===== config.mk =====
export PLATFORM = sky130hd
export DESIGN_NAME = seg_disp_arbiter
export DESIGN_NICKNAME = d
export VERILOG_FILES = /design/src/rtl/seg_disp_arbiter.sv
export SDC_FILE = /design/constraint.sdc
export NUM_CORES = 1
export LEC_CHECK = 0
export BUFFER_PORTS_ARGS = -buffer_cell sky130_fd_sc_hd__buf_2
export CORE_MARGIN = 2
export CORE_UTILIZATION = 35
export CTS_BUF_LIST = sky130_fd_sc_hd__clkbuf_16
export DETAILED_ROUTE_END_ITERATION = 10
export HOLD_SLACK_MARGIN = 0.1
export PLACE_DENSITY = 0.56
export SLEW_MARGIN = 20
export SYNTH_ARGS = -nofsm -noshare
export SYNTH_HDL_FRONTEND = slang
export SYNTH_SLANG_ARGS = --single-unit

===== constraint.sdc =====
create_clock -name clk_100MHz -period 4.9 [get_ports clk_100MHz]
set_clock_uncertainty 0.1 [all_clocks]
set_input_delay 0.245 -clock clk_100MHz [delete_from_list [all_inputs] [get_ports clk_100MHz]]
set_output_delay 0.245 -clock clk_100MHz [all_outputs]
set_load 0.01 [all_outputs]

===== src/rtl/seg_disp_arbiter.sv =====
// seg_disp_arbiter: round-robin owner of the 4-digit BCD display with a minimum hold slice.
// Optional idle blanking is compiled in with SEG_ARB_BLANK_EN.
`default_nettype none

module seg_disp_arbiter #(
  parameter int HOLD_CYCLES = 200_000_000,
  parameter int TMR_W       = 28
) (
  input  logic        clk_100MHz,
  input  logic        reset,
  input  logic        req_a,
  input  logic [15:0] data_a,
  input  logic        req_b,
  input  logic [15:0] data_b,
  output logic        gnt_a,
  output logic        gnt_b,
  output logic [3:0]  ones,
  output logic [3:0]  tens,
  output logic [3:0]  hundreds,
  output logic [3:0]  thousands,
  output logic        blank
);

  typedef enum logic [1:0] {
    IDLE   = 2'd0,
    SHOW_A = 2'd1,
    SHOW_B = 2'd2
  } state_t;

  localparam logic [TMR_W-1:0] EXPIRY = TMR_W'(HOLD_CYCLES - 1);

  state_t           state_q, state_d;
  logic [TMR_W-1:0] timer_q, timer_d;
  logic             rr_q, rr_d;          // 1: B is next in line on a tie
  logic [15:0]      digits_q, digits_d;
  logic             gnt_a_q, gnt_b_q;
  logic             expired;

  function automatic logic [15:0] sanitise(input logic [15:0] d);
    logic [15:0] r;
    r = d;
    for (int i = 0; i < 4; i++) begin
      if (d[4*i +: 4] > 4'd9) r[4*i +: 4] = 4'h0;
    end
    return r;
  endfunction

  assign expired = (timer_q == EXPIRY);

  always_comb begin
    state_d  = state_q;
    timer_d  = timer_q;
    rr_d     = rr_q;
    digits_d = digits_q;

    case (state_q)
      IDLE: begin
        if (req_a && (!req_b || !rr_q)) state_d = SHOW_A;
        else if (req_b)                 state_d = SHOW_B;
      end
      SHOW_A: begin
        // The other side only gets in on early release or slice expiry.
        if (!req_a || expired) begin
          if (req_b)       state_d = SHOW_B;
          else if (!req_a) state_d = IDLE;
        end
      end
      SHOW_B: begin
        if (!req_b || expired) begin
          if (req_a)       state_d = SHOW_A;
          else if (!req_b) state_d = IDLE;
        end
      end
      default: state_d = IDLE;
    endcase

    if (state_d != state_q)     timer_d = '0;
    else if (state_q != IDLE)   timer_d = expired ? '0 : timer_q + 1'b1;

    if (state_d != state_q && state_d != IDLE) rr_d = (state_d == SHOW_A);

    if (state_d == SHOW_A)      digits_d = sanitise(data_a);
    else if (state_d == SHOW_B) digits_d = sanitise(data_b);
  end

  always_ff @(posedge clk_100MHz or posedge reset) begin
    if (reset) begin
      state_q  <= IDLE;
      timer_q  <= '0;
      rr_q     <= 1'b0;
      digits_q <= '0;
      gnt_a_q  <= 1'b0;
      gnt_b_q  <= 1'b0;
    end else begin
      state_q  <= state_d;
      timer_q  <= timer_d;
      rr_q     <= rr_d;
      digits_q <= digits_d;
      gnt_a_q  <= (state_d == SHOW_A);
      gnt_b_q  <= (state_d == SHOW_B);
    end
  end

  assign gnt_a     = gnt_a_q;
  assign gnt_b     = gnt_b_q;
  assign thousands = digits_q[15:12];
  assign hundreds  = digits_q[11:8];
  assign tens      = digits_q[7:4];
  assign ones      = digits_q[3:0];

`ifdef SEG_ARB_BLANK_EN
  logic [TMR_W-1:0] idle_q, idle_d;
  logic             blank_q, blank_d;

  // Idle counter saturates once the blank threshold is reached.
  always_comb begin
    idle_d  = '0;
    blank_d = 1'b0;
    if (state_q == IDLE && state_d == IDLE) begin
      blank_d = blank_q;
      if (idle_q == EXPIRY) begin
        idle_d  = idle_q;
        blank_d = 1'b1;
      end else begin
        idle_d = idle_q + 1'b1;
      end
    end
  end

  always_ff @(posedge clk_100MHz or posedge reset) begin
    if (reset) begin
      idle_q  <= '0;
      blank_q <= 1'b0;
    end else begin
      idle_q  <= idle_d;
      blank_q <= blank_d;
    end
  end

  assign blank = blank_q;
`else
  assign blank = 1'b0;
`endif

endmodule

`default_nettype wire

==> Word-level counts from Yosys, hierarchy flattened <==
Cells that the tools add are included.
{ "totals": {"regBits": 49, "elab_cells": 56, "output_inout_bits": 19, "in_bits": 36} }
{ "classes": {"n_eq_ne": 6, "addsub": 1, "order_cmp": 8, "mux": 22, "n_reduce_logical": 13} }
{ "op_table": {"columns": ["cell", "count"], "rows": [
  ["28-bit 2-to-1 mux", 3],
  ["4-bit greater-than comparator (second input constant)", 8],
  ["16-bit 2-to-1 mux", 2],
  ["4-bit 2-to-1 mux", 8],
  ["28-bit by 1-bit adder with 28-bit output (second input constant)", 1],
  ["28-bit equality test (second input constant)", 1],
  ["2-bit 2-to-1 mux", 8],
  ["2-bit nonzero test", 4],
  ["2-bit case mux with 3 select lines", 1],
  ["2-bit by 1-bit equality test with 1-bit output (second input constant)", 2],
  ["2-bit equality test (second input constant)", 2],
  ["1-bit zero test", 3],
  ["1-bit logical OR", 3],
  ["1-bit logical AND", 2],
  ["2-bit zero test", 1],
  ["2-bit != test", 1]
]} }

==> Longest topological paths before layout <==
Gate-level depths: netlist of the first run.
{ "logic_depth": {"ltp_word": 8, "ltp_mapped": 11, "ltp_nobuf": 11} }

==> Worst setup path after synthesis of the first run <==
OpenSTA, ideal clock, no wires.
{ "synth_timing": {"path_kind": "reg2reg", "start": "register timer_q[0]", "end": "register digits_q[0]", "t_arrival_ps": 2621, "setup_ps": 77, "stages_incl_launch_ff": 12, "synth_period_minus_slack_ps": 2798, "t_required_ps": 4723, "setup_slack_ps": 2102, "n_path_buf": 2, "path_cell_list": "dfrtp_1 -> ha_1 -> nand3_2 -> nor4_4 -> nand2_2 -> a22o_1 -> a21oi_1 -> ha_1 -> clkbuf_1 -> clkbuf_1 -> a31oi_1 -> a21oi_1"} }
{ "synth_via": {"elab_chain_cells": 6, "elab_cells_between_ends": 10, "classes_between": "3 x eq/ne; 4 x mux; 3 x reduce/logical"} }
{ "synth_lines": {"columns": ["item", "line", "source"], "rows": [
  ["start, declared", "33", "logic [TMR_W-1:0] timer_q, timer_d;"],
  ["start signal, assigned", "96", "timer_q <= timer_d;"],
  ["28-bit equality test (*)", "48", "assign expired = (timer_q == EXPIRY);"],
  ["1-bit logical OR (on tied branches)", "69, 63", null],
  ["2-bit 2-to-1 mux (on tied branches)", "69, 63", null],
  ["2-bit case mux with 3 select lines (*)", "56", "case (state_q)"],
  ["via state_d[0]", "32", "state_t state_q, state_d;"],
  ["2-bit by 1-bit equality test with 1-bit output or 2-bit equality test (tied branches)", "82, 83", null],
  ["16-bit 2-to-1 mux or 2-bit nonzero test (tied branches)", null, null],
  ["end signal, assigned", "98", "digits_q <= digits_d;"],
  ["end, declared", "35", "logic [15:0] digits_q, digits_d;"]
]} }
The timed path passes the listed nets; every way through them passes the cells marked *.
A chain may end at the register's enable or synchronous reset.

==> Worst setup path after layout of the first run <==
{ "layout_timing": {"start": "register timer_q[0]", "end": "register digits_q[5]"} }
Same word-level chain as after synthesis.

==> run_results.csv, run 1 <==
group,metric,value,unit
pwr,comb_power_share,27.5,%
sta,finalCritPeriodShare,68.6,%
cts,post_cts_resized,0,
pwr,internal-power,0.865,mW
global_routing,grt_antenna_before_repair,0,
critical_path,crit_arrival,3.47,ns
pwr,clock_power_share,30.0,%
synthesis,synth_cells,310,
place,place_ws,1.57,ns
route,dr_total_vias,2445,
cts,cts_setup_buffers,0,
synthesis,synthFlopType,"dfrtp_1",
critical_path,max_stage_delay,0.81,ns
final_layout,diodes,0,
place,dp_hpwl,4320,um
status,status,"completed",
synthesis,ys_ff_latch,49,
synthesis,synth-edff-count,0,
sta,slew_viol_final,0,
synthesis,syn_area_per_cell,9.06,sq um
final_layout,layout.nets,396,
pwr,p_seq_share,42.5,%
sta,worst_slack,1.54,ns
cts,cts_buffer_depth,2,
global_routing,grt_first_pass_wirelength,10800,um
floorplan,dieArea,8760,sq um
sta,finalHoldViolCount,0,
global_routing,gr-total-overflow,0,
cts,worstSkewPairLatency,0.29,ns
sta,relSlewSlack,37.0,%
synthesis,ys.warnings.count,0,
worst_hold_path,worst_hold_path_type,"input pin to flip-flop",
synthesis,async_reset_ff_share,100,%
synthesis,synth_nets,350,
route,drt_wl_total,6250,um
route,antenna_left,0,
floorplan,rows,32,
floorplan,pin_count,55,
global_routing,grt_max_degree,50,
cts,clk_pin_slew,0.07,ns
synthesis,netlist_area,2810,sq um
critical_path,critPathMaxFanout,31,
synthesis,synth_cell_types,52,
sta,max_clock_freq,0.297,GHz
floorplan,core,7770,sq um
critical_path,worstPathCellList,"ha_1, nand3_2, nor4_4, nand2_2, a22o_1, a21oi_1, ha_1, nor2b_1, a22oi_1, a21oi_1",
pwr,vdd_ir_drop_max,0.194,mV
pwr,powerDensity,389,nW/um^2
floorplan,start_util,36.2,%
pwr,p_leak,1.38,nW
route,avgViaCountPerCell,5.33,
cts,cts.sinks,49,
route,drtPass1Iterations,4,
floorplan,die_w,93.6,um
pwr,switching_share,32.8,%
route,drc,0,
sta,finalSetupViolations,0,
cts,clock-root-buffer,"clkbuf_16",
critical_path,worstPathRequired,5.01,ns
run,cap_violations,0,
place,io_buffers,53,
sta,fin_tns_setup,0,ns
route,routedWlPerCell,13.6,um
global_routing,grt_pass1_vias,2262,
critical_path,startpoint_type,"flip-flop",
cts,numCtsBuffers,5,
route,drt_iter0_markers,122,
sta,tightest_slew,0.945,ns
cts,cts_tree,"built",
critical_path,critPathKind,"flip-flop to flip-flop",
synthesis,yosysSeqAreaShare,43.7,%
cts,h-tree-depth,2,
floorplan,die_y,93.6,um
critical_path,cp_slowest_cell,"ha_1",
final_layout,area.growth.synth_to_final,17.7,%
place,gp_congestion,0.790,
sta,period_minus_slack,3.36,ns
critical_path,cp-end-kind,"flip-flop",
final_layout,drive_gt1_share,23.8,%
pwr,p_sw,0.422,mW
global_routing,grtUsageTotal,15.4,%
sta,rsz0062_at_grt,"false",
[worst max-delay path: cells and delay by family (launching register included)]
| kind | cells | cell delay [ns] |
|---|---|---|
| flops | 1 | 0.40 |
| compound gates | 4 | 0.76 |
| simple gates | 4 | 0.99 |
| fa+ha+maj | 2 | 1.03 |
[cells in the mapped netlist (2+ instances only)]
library cell | n | share of area, %
nand3_2 | 2 | 0.71
ha_1 | 4 | 1.8
nor2b_1 | 3 | 0.67
nor3_1 | 6 | 1.1
a21oi_1 | 22 | 3.9
o21ai_1 | 3 | 0.53
nor2_2 | 4 | 0.89
or3_1 | 3 | 0.67
xor2_1 | 4 | 1.2
nor2_1 | 51 | 6.8
nand3_1 | 9 | 1.6
o32a_1 | 2 | 0.71
inv_1 | 8 | 1.1
and3_1 | 3 | 0.67
nor3b_1 | 2 | 0.53
clkbuf_1 | 6 | 0.80
a31oi_1 | 12 | 2.7
buf_4 | 3 | 0.80
nor3_2 | 5 | 1.8
dfrtp_1 | 49 | 44
a21o_1 | 2 | 0.53
a22oi_1 | 4 | 1.1
and4_1 | 2 | 0.62
o21ai_0 | 11 | 2.0
buf_2 | 5 | 0.89
xnor2_1 | 18 | 5.6
nand4_1 | 6 | 1.3
nand2_1 | 26 | 3.5
nand2_2 | 2 | 0.45
nor4b_1 | 6 | 1.9
nor4_2 | 6 | 2.7
[stage by stage]
stage	hold WS, ns	power, mW	cells	utilization [%]	area (sq um)
after floorplan	0.341	0.775	310	-	2810
after global routing	0.203	1.38	459	42.6	3310
after detailed placement	0.410	0.909	450	40.2	3120
after CTS	0.174	1.30	458	42.3	3290
final	0.175	1.29	459	42.6	3310
after global placement	0.401	0.906	450	40.2	3120
[area by class of cell]
| cell class | count | area (sq um) |
|---|---|---|
| Timing Repair Buffer | 55 | 283 |
| Clock buffer | 5 | 125 |
| Fill cell | 781 | 4460 |
| Tap cell | 102 | 128 |
| Inverter | 8 | 31.3 |
| Clock inverter | 3 | 37.5 |
| Sequential cell | 49 | 1230 |
| Multi-Input combinational cell | 237 | 1480 |
[routing by layer]
layer	part of all wire, %	up-vias	GRT usage [%]
met4	0.98	0	4.11
met3	5.9	6	3.87
met5	0	-	0
li1	-	1184	-
met1	47	1178	20.7
met2	46	77	24.6
[layout by cell type, fill, tap and decap left out, types with 2 or more instances in the layout]
cell,instances
nand2_1,26
nor3b_1,2
or3_1,3
and4_1,2
ha_1,4
and3_1,3
xnor2_1,18
nor4b_1,6
nor4_2,6
nor2_1,51
o32a_1,2
a21o_1,2
o21ai_1,3
nor2b_1,3
nand2_2,2
inv_1,8
nor2_2,4
nand3_2,2
nand3_1,9
a31oi_1,12
nand4_1,6
nor3_2,5
buf_2,53
a22oi_1,4
a21oi_1,22
o21ai_0,11
dfrtp_1,49
clkbuf_16,5
nor3_1,6
xor2_1,4
[flip-flops by register name, summed over array words and instances (netlist names)]
signal    count
timer_q      28
digits_q     16
state_q       2
gnt_a         1
gnt_b         1
rr_q          1
[final timing paths]
| path | start | end | slack [ns] | cells after the start |
|---|---|---|---|---|
| worst max-delay path | timer_q[0] | digits_q[5] | 1.54 | 10 |
| worst min-delay path | data_a[4] | digits_q[4] | 0.18 | 3 |
| worst max register to register | timer_q[0] | digits_q[5] | 1.54 | 10 |
| worst min register to register | digits_q[12] | digits_q[12] | 0.42 | 2 |
| max in group asynchronous | reset | timer_q[0] | 3.62 | 3 |
| min in group asynchronous | reset | digits_q[2] | 0.55 | 3 |
[cell families after synthesis]
group	synth area share, %
other	0.134
XOR/XNOR	6.86
flip-flops	43.7
buffers and inverters	4.10
multiplexers	0.757
AND/OR/NAND/NOR	29.0
AO/OA/AOI/OAI	13.8
adder cells (fa/ha/maj)	1.78
[what timing repair did]
item                                   in CTS  in global routing
hold buffers                                0                  1
setup endpoints to repair                   0                  0
endpoints found under the hold margin       0                 12
[power by group through the flow]
stage	clock network, mW	registers (mW)	logic (mW)
5_1_grt	0.414	0.563	0.401
6_report	0.386	0.547	0.354
3_3_place_gp	0	0.554	0.352
4_1_cts	0.396	0.549	0.358
3_5_place_dp	0	0.551	0.359
2_1_floorplan	0	0.576	0.199
Power figures use the tool's default switching activity.
==> inputs of run 2 (changes only) <==
PLACE_DENSITY = 0.58   (was 0.56)
clock period = 2.93 ns   (was 4.9 ns; I/O delays follow)
==> run_results.csv, run 2 (synthesized netlist as in run 1, its figures left out) <==
group,metric,value,unit
status,status,"completed",
critical_path,reg2reg_slack,0.16,ns
floorplan,die_w,93.6,um
critical_path,r2r_start,"timer_q[22]",
floorplan,dieArea,8760,sq um
sta,finalHoldViolCount,0,
place,io_buffers,53,
place,dp.cells,454,
worst_hold_path,worst_hold_path_type,"input pin to flip-flop",
floorplan,pin_count,55,
sta,slew_viol_final,0,
pwr,powerDensity,608,nW/um^2
sta,finalCritPeriodShare,94.6,%
worst_hold_path,hp-start,"req_b",
route,drtPass1Iterations,4,
final_layout,layout.nets,416,
worst_hold_path,min_path_cells,2,
place,dp_hpwl,4350,um
final_layout,final_cells,479,
critical_path,r2r_cells,10,
route,drc,0,
sta,max_clock_freq,0.361,GHz
cts,cts.sinks,49,
sta,fin_tns_setup,0,ns
sta,relSlewSlack,44.7,%
final_layout,reg_top3,"timer_q x28, digits_q x16, state_q x2",
global_routing,grt_pass1_vias,2368,
final_layout,top_register,"timer_q",
global_routing,grt_first_pass_wirelength,11000,um
route,drt_wl_total,6340,um
floorplan,start_util,36.2,%
route,antenna_left,0,
critical_path,crit_arrival,2.89,ns
cts,numCtsBuffers,5,
floorplan,core,7770,sq um
final_layout,n_fill_cell,776,
route,dr_total_vias,2420,
cts,clk_pin_slew,0.07,ns
pwr,vdd_ir_drop_max,0.358,mV
critical_path,startpoint_type,"flip-flop",
cts,h-tree-depth,2,
final_layout,area.growth.synth_to_final,24.7,%
worst_hold_path,hold_end,"state_q[0]",
floorplan,rows,32,
critical_path,cp-end-kind,"flip-flop",
final_layout,layout_commonest_cell,"buf_2",
global_routing,grt_antenna_before_repair,0,
final_layout,diodes,0,
route,wl_met1,3010,um
critical_path,critPathKind,"flip-flop to flip-flop",
route,drt_iter0_markers,85,
cts,worstSkewPairLatency,0.29,ns
place,gp_congestion,0.772,
sta,tightest_slew,0.828,ns
route,wl_met3,423,um
run,cap_violations,0,
cts,cts_buffer_depth,2,
cts,cts_tree,"built",
sta,period_minus_slack,2.77,ns
global_routing,gr-total-overflow,0,
critical_path,r2r-end,"digits_q[15]",
cts,clock-root-buffer,"clkbuf_16",
final_layout,final_cell_mix,"53 x buf_2, 51 x nor2_1, 48 x dfrtp_1",
global_routing,grt_max_degree,50,
floorplan,die_y,93.6,um
pwr,finalPower,2.13,mW
pwr,p_leak,1.47,nW
sta,whs,0.0970,ns
critical_path,worstPathRequired,3.05,ns
sta,finalSetupViolations,0,
route,wl_met2,2880,um
critical_path,critPathMaxFanout,31,
final_layout,largest_reg_flops,28,
route,top_layer,"met4",
route,routedWlPerCell,13.2,um
final_layout,drive_gt1_share,26.3,%
global_routing,grtUsageTotal,15.7,%
critical_path,cp-startpoint,"timer_q[22]",
route,avgViaCountPerCell,5.05,
[run 2: cell types whose count changed in the layout (fill, tap and decap cells not counted), moves of 2 or more]
| cell | previous run | this run |
|---|---|---|
| buf_12 | 0 | 2 |
| buf_4 | 1 | 7 |
| clkinv_4 | 0 | 2 |
| nor4b_1 | 6 | 4 |
| nor4b_2 | 1 | 3 |
| dlygate4sd3_1 | 1 | 13 |
[run 2: worst max path at each step]
stage	slack (ns)	to	cells past startpoint
global placement	0.17	rr_q	11
floorplan	0.13	digits_q[0]	11
detailed placement	0.08	digits_q[15]	11
global route	-0.0004	rr_q	10
CTS	0.07	digits_q[11]	11
finish	0.16	digits_q[15]	10
[run 2: cell type report]
cell class	count	area (sq um)	area share [%]
clock inverters	3	22.5	0.643
well taps	102	128	3.64
multi-input cells	237	1480	42.3
repair buffers	75	488	13.9
inverters	8	31.3	0.893
clock buffers	5	125	3.57
flip-flops and latches	49	1230	35.0
[run 2: report_power, final]
group	internal [mW]	total, mW	switching [mW]
logic	0.270	0.632	0.363
clock network	0.318	0.580	0.262
registers	0.817	0.917	0.0994
[run 2: through the flow]
stage          cell area, sq um  setup slack, ns  util [%]
4_1_cts                    3460           0.0655      44.5
3_3_place_gp               3180            0.168      40.9
5_1_grt                    3500        -0.000403      45.1
3_5_place_dp               3180           0.0806      40.9
6_report                   3500            0.158      45.1
2_1_floorplan              2810            0.132         -
[run 2: metal layers]
metal	vias up	global-route usage (%)
met5	-	0
met3	2	5.72
li1	1236	-
met2	64	24.8
met1	1118	20.7
met4	0	3.26
[run 2: critical path: stages, from the launching register on]
cell and delay (ns):
dfrtp_1 0.43, nand4_1 0.28, nor4_4 0.35, nand2_2 0.14, mux2i_1 0.15, a211o_1 0.29, ha_1 0.22, buf_12 0.17
nor4b_1 0.34, a31oi_1 0.08, a21oi_1 0.15
[run 2: timing repair]
| item | 4_1_cts | 5_1_grt |
|---|---|---|
| endpoints found under the hold margin | 60 | 0 |
| hold buffers | 13 | 0 |
| resized for setup | 0 | 4 |
| endpoints found under the setup margin | 0 | 13 |
| buffers inserted | 0 | 4 |
==> inputs of run 3 (changes only) <==
CELL_PAD_IN_SITES_DETAIL_PLACEMENT = 0   (was not set)
CELL_PAD_IN_SITES_GLOBAL_PLACEMENT = 2   (was not set)
CORE_UTILIZATION = 30   (was 35)
PLACE_DENSITY = 0.77   (was 0.58)
==> run_results.csv, run 3 (synthesized netlist as in run 1, its figures left out) <==
group,metric,value,unit
floorplan,start_util,30.7,%
route,drc,0,
cts,worstSkewPairLatency,0.29,ns
route,antenna_left,0,
pwr,p_seq_share,43.1,%
critical_path,crit_arrival,2.82,ns
critical_path,reg2reg_slack,0.18,ns
global_routing,grtUsageTotal,13.7,%
final_layout,top_register,"timer_q",
critical_path,path_depth,10,
global_routing,grt_use_met1,18.5,%
status,status,"completed",
run,cap_violations,0,
global_routing,busiest_layer,"met2",
critical_path,startpoint_type,"flip-flop",
final_layout,layout.nets,418,
worst_hold_path,worst_hold_path_type,"input pin to flip-flop",
cts,h-tree-depth,2,
final_layout,multi_input_area,1480,sq um
global_routing,gr-total-overflow,0,
cts,cts_buffer_depth,2,
global_routing,grt_max_degree,50,
critical_path,worstPathCellList,"nand4_1, nor4_4, nand2_2, a22o_1, a21o_1, ha_1, a31oi_1, o31ai_1, a21oi_1, mux2_1",
final_layout,diodes,0,
floorplan,rows,35,
sta,tightest_slew,0.872,ns
sta,whs,0.106,ns
sta,finalSetupViolations,0,
final_layout,largest_reg_flops,28,
route,avgViaCountPerCell,4.94,
pwr,vdd_ir_drop_max,0.312,mV
critical_path,path_buf_inv,0,
critical_path,critPathMaxFanout,4,
route,dr_total_vias,2422,
sta,relSlewSlack,41.9,%
sta,max_clock_freq,0.364,GHz
cts,numCtsBuffers,5,
final_layout,layout_commonest_cell,"buf_2",
sta,finalCritPeriodShare,93.8,%
global_routing,grt_antenna_before_repair,0,
pwr,p_sw,0.719,mW
sta,finalHoldViolCount,0,
floorplan,die_w,101,um
final_layout,final_area,3510,sq um
global_routing,met3_usage,3.47,%
place,dpl-instance-area,3190,sq um
pwr,comb_power_share,30.0,%
place,gp_congestion,0.741,
pwr,p_leak,1.48,nW
sta,period_minus_slack,2.75,ns
critical_path,cp_slowest_cell,"dfrtp_2",
critical_path,r2r-end,"rr_q",
floorplan,die_y,101,um
floorplan,pin_count,55,
critical_path,r2r_cells,10,
floorplan,core,9150,sq um
final_layout,area.growth.synth_to_final,24.9,%
critical_path,crit_end,"rr_q",
cts,clk_pin_slew,0.07,ns
critical_path,critPathKind,"flip-flop to flip-flop",
final_layout,n_fill_cell,919,
critical_path,cp-end-kind,"flip-flop",
route,routedWlPerCell,13.3,um
critical_path,cp_top_family,"compound AO/OA/AOI/OAI gates",
route,drt_iter0_markers,126,
place,dp_hpwl,4610,um
cts,cts_tree,"built",
pwr,clock_power_share,27.0,%
sta,rsz0062_at_grt,"true",
floorplan,dieArea,10200,sq um
final_layout,seq_area,1230,sq um
place,io_buffers,53,
pwr,switching_share,34.0,%
global_routing,grt_pass1_vias,2430,
pwr,powerDensity,603,nW/um^2
pwr,finalPower,2.12,mW
critical_path,worstPathRequired,3.00,ns
final_layout,reg_top3,"timer_q x28, digits_q x16, state_q x2",
global_routing,grt_first_pass_wirelength,11400,um
route,drtPass1Iterations,4,
pwr,internal-power,1.40,mW
final_layout,final_cell_mix,"53 x buf_2, 51 x nor2_1, 47 x dfrtp_1",
final_layout,fin_util,38.3,%
global_routing,grt_util_met2,22.2,%
sta,fin_tns_setup,0,ns
final_layout,drive_gt1_share,28.2,%
route,drt_wl_total,6510,um
critical_path,max_stage_delay,0.39,ns
sta,slew_viol_final,0,
cts,clock-root-buffer,"clkbuf_16",
critical_path,cp-startpoint,"timer_q[14]",
cts,cts.sinks,49,
critical_path,r2r_start,"timer_q[14]",
run 3: worst min-delay path by stage:
stage | from | to | slack, ns | depth (start not counted)
floorplan | data_b[9] | digits_q[9] | 0.24 | 2
global placement | reset | digits_q[2] | 0.38 | 2
detailed placement | data_a[12] | digits_q[12] | 0.38 | 3
CTS | data_a[4] | digits_q[4] | 0.10 | 3
global route | data_a[11] | digits_q[11] | 0.12 | 3
finish | data_a[4] | digits_q[4] | 0.11 | 3
run 3: area by class of cell:
type                    count  share of cell area [%]
clock buffers               5                    3.57
clock inverters             3                   0.464
inverters                   8                   0.892
multi-input cells         237                    42.2
flip-flops and latches     49                    35.0
well taps                 111                    3.96
repair buffers             77                    13.9
run 3: timing repair:
item,in CTS,in global routing
resized for setup,0,6
buffers inserted,0,12
endpoints found under the hold margin,55,0
hold buffers,7,0
setup endpoints to repair,0,16
run 3: per-stage QoR:
step                setup slack, ns  instances
finish                        0.180        490
global route                -0.0122        490
CTS                          0.0462        478
detailed placement           0.0558        463
global placement              0.138        463
floorplan                     0.132        310
run 3: per-layer routing:
layer | routed length [um] | vias up
met5 | 0 | -
met4 | 44 | 0
met3 | 365 | 4
met2 | 2970 | 60
met1 | 3130 | 1128
li1 | - | 1230
run 3: power by group through the flow:
stage	Sequential [mW]	Combinational (mW)	Clock, mW
floorplan	0.964	0.332	0
global placement	0.920	0.645	0
detailed placement	0.920	0.639	0
CTS	0.915	0.645	0.592
global route	0.933	0.718	0.614
finish	0.912	0.634	0.570
run 3: worst reg2reg max path, stage by stage, from the launching register on:
cell and delay [ns]:
dfrtp_2 0.39, nand4_1 0.22, nor4_4 0.40, nand2_2 0.14, a22o_1 0.26, a21o_1 0.20
ha_1 0.20, a31oi_1 0.15, o31ai_1 0.10, a21oi_1 0.15, mux2_1 0.33
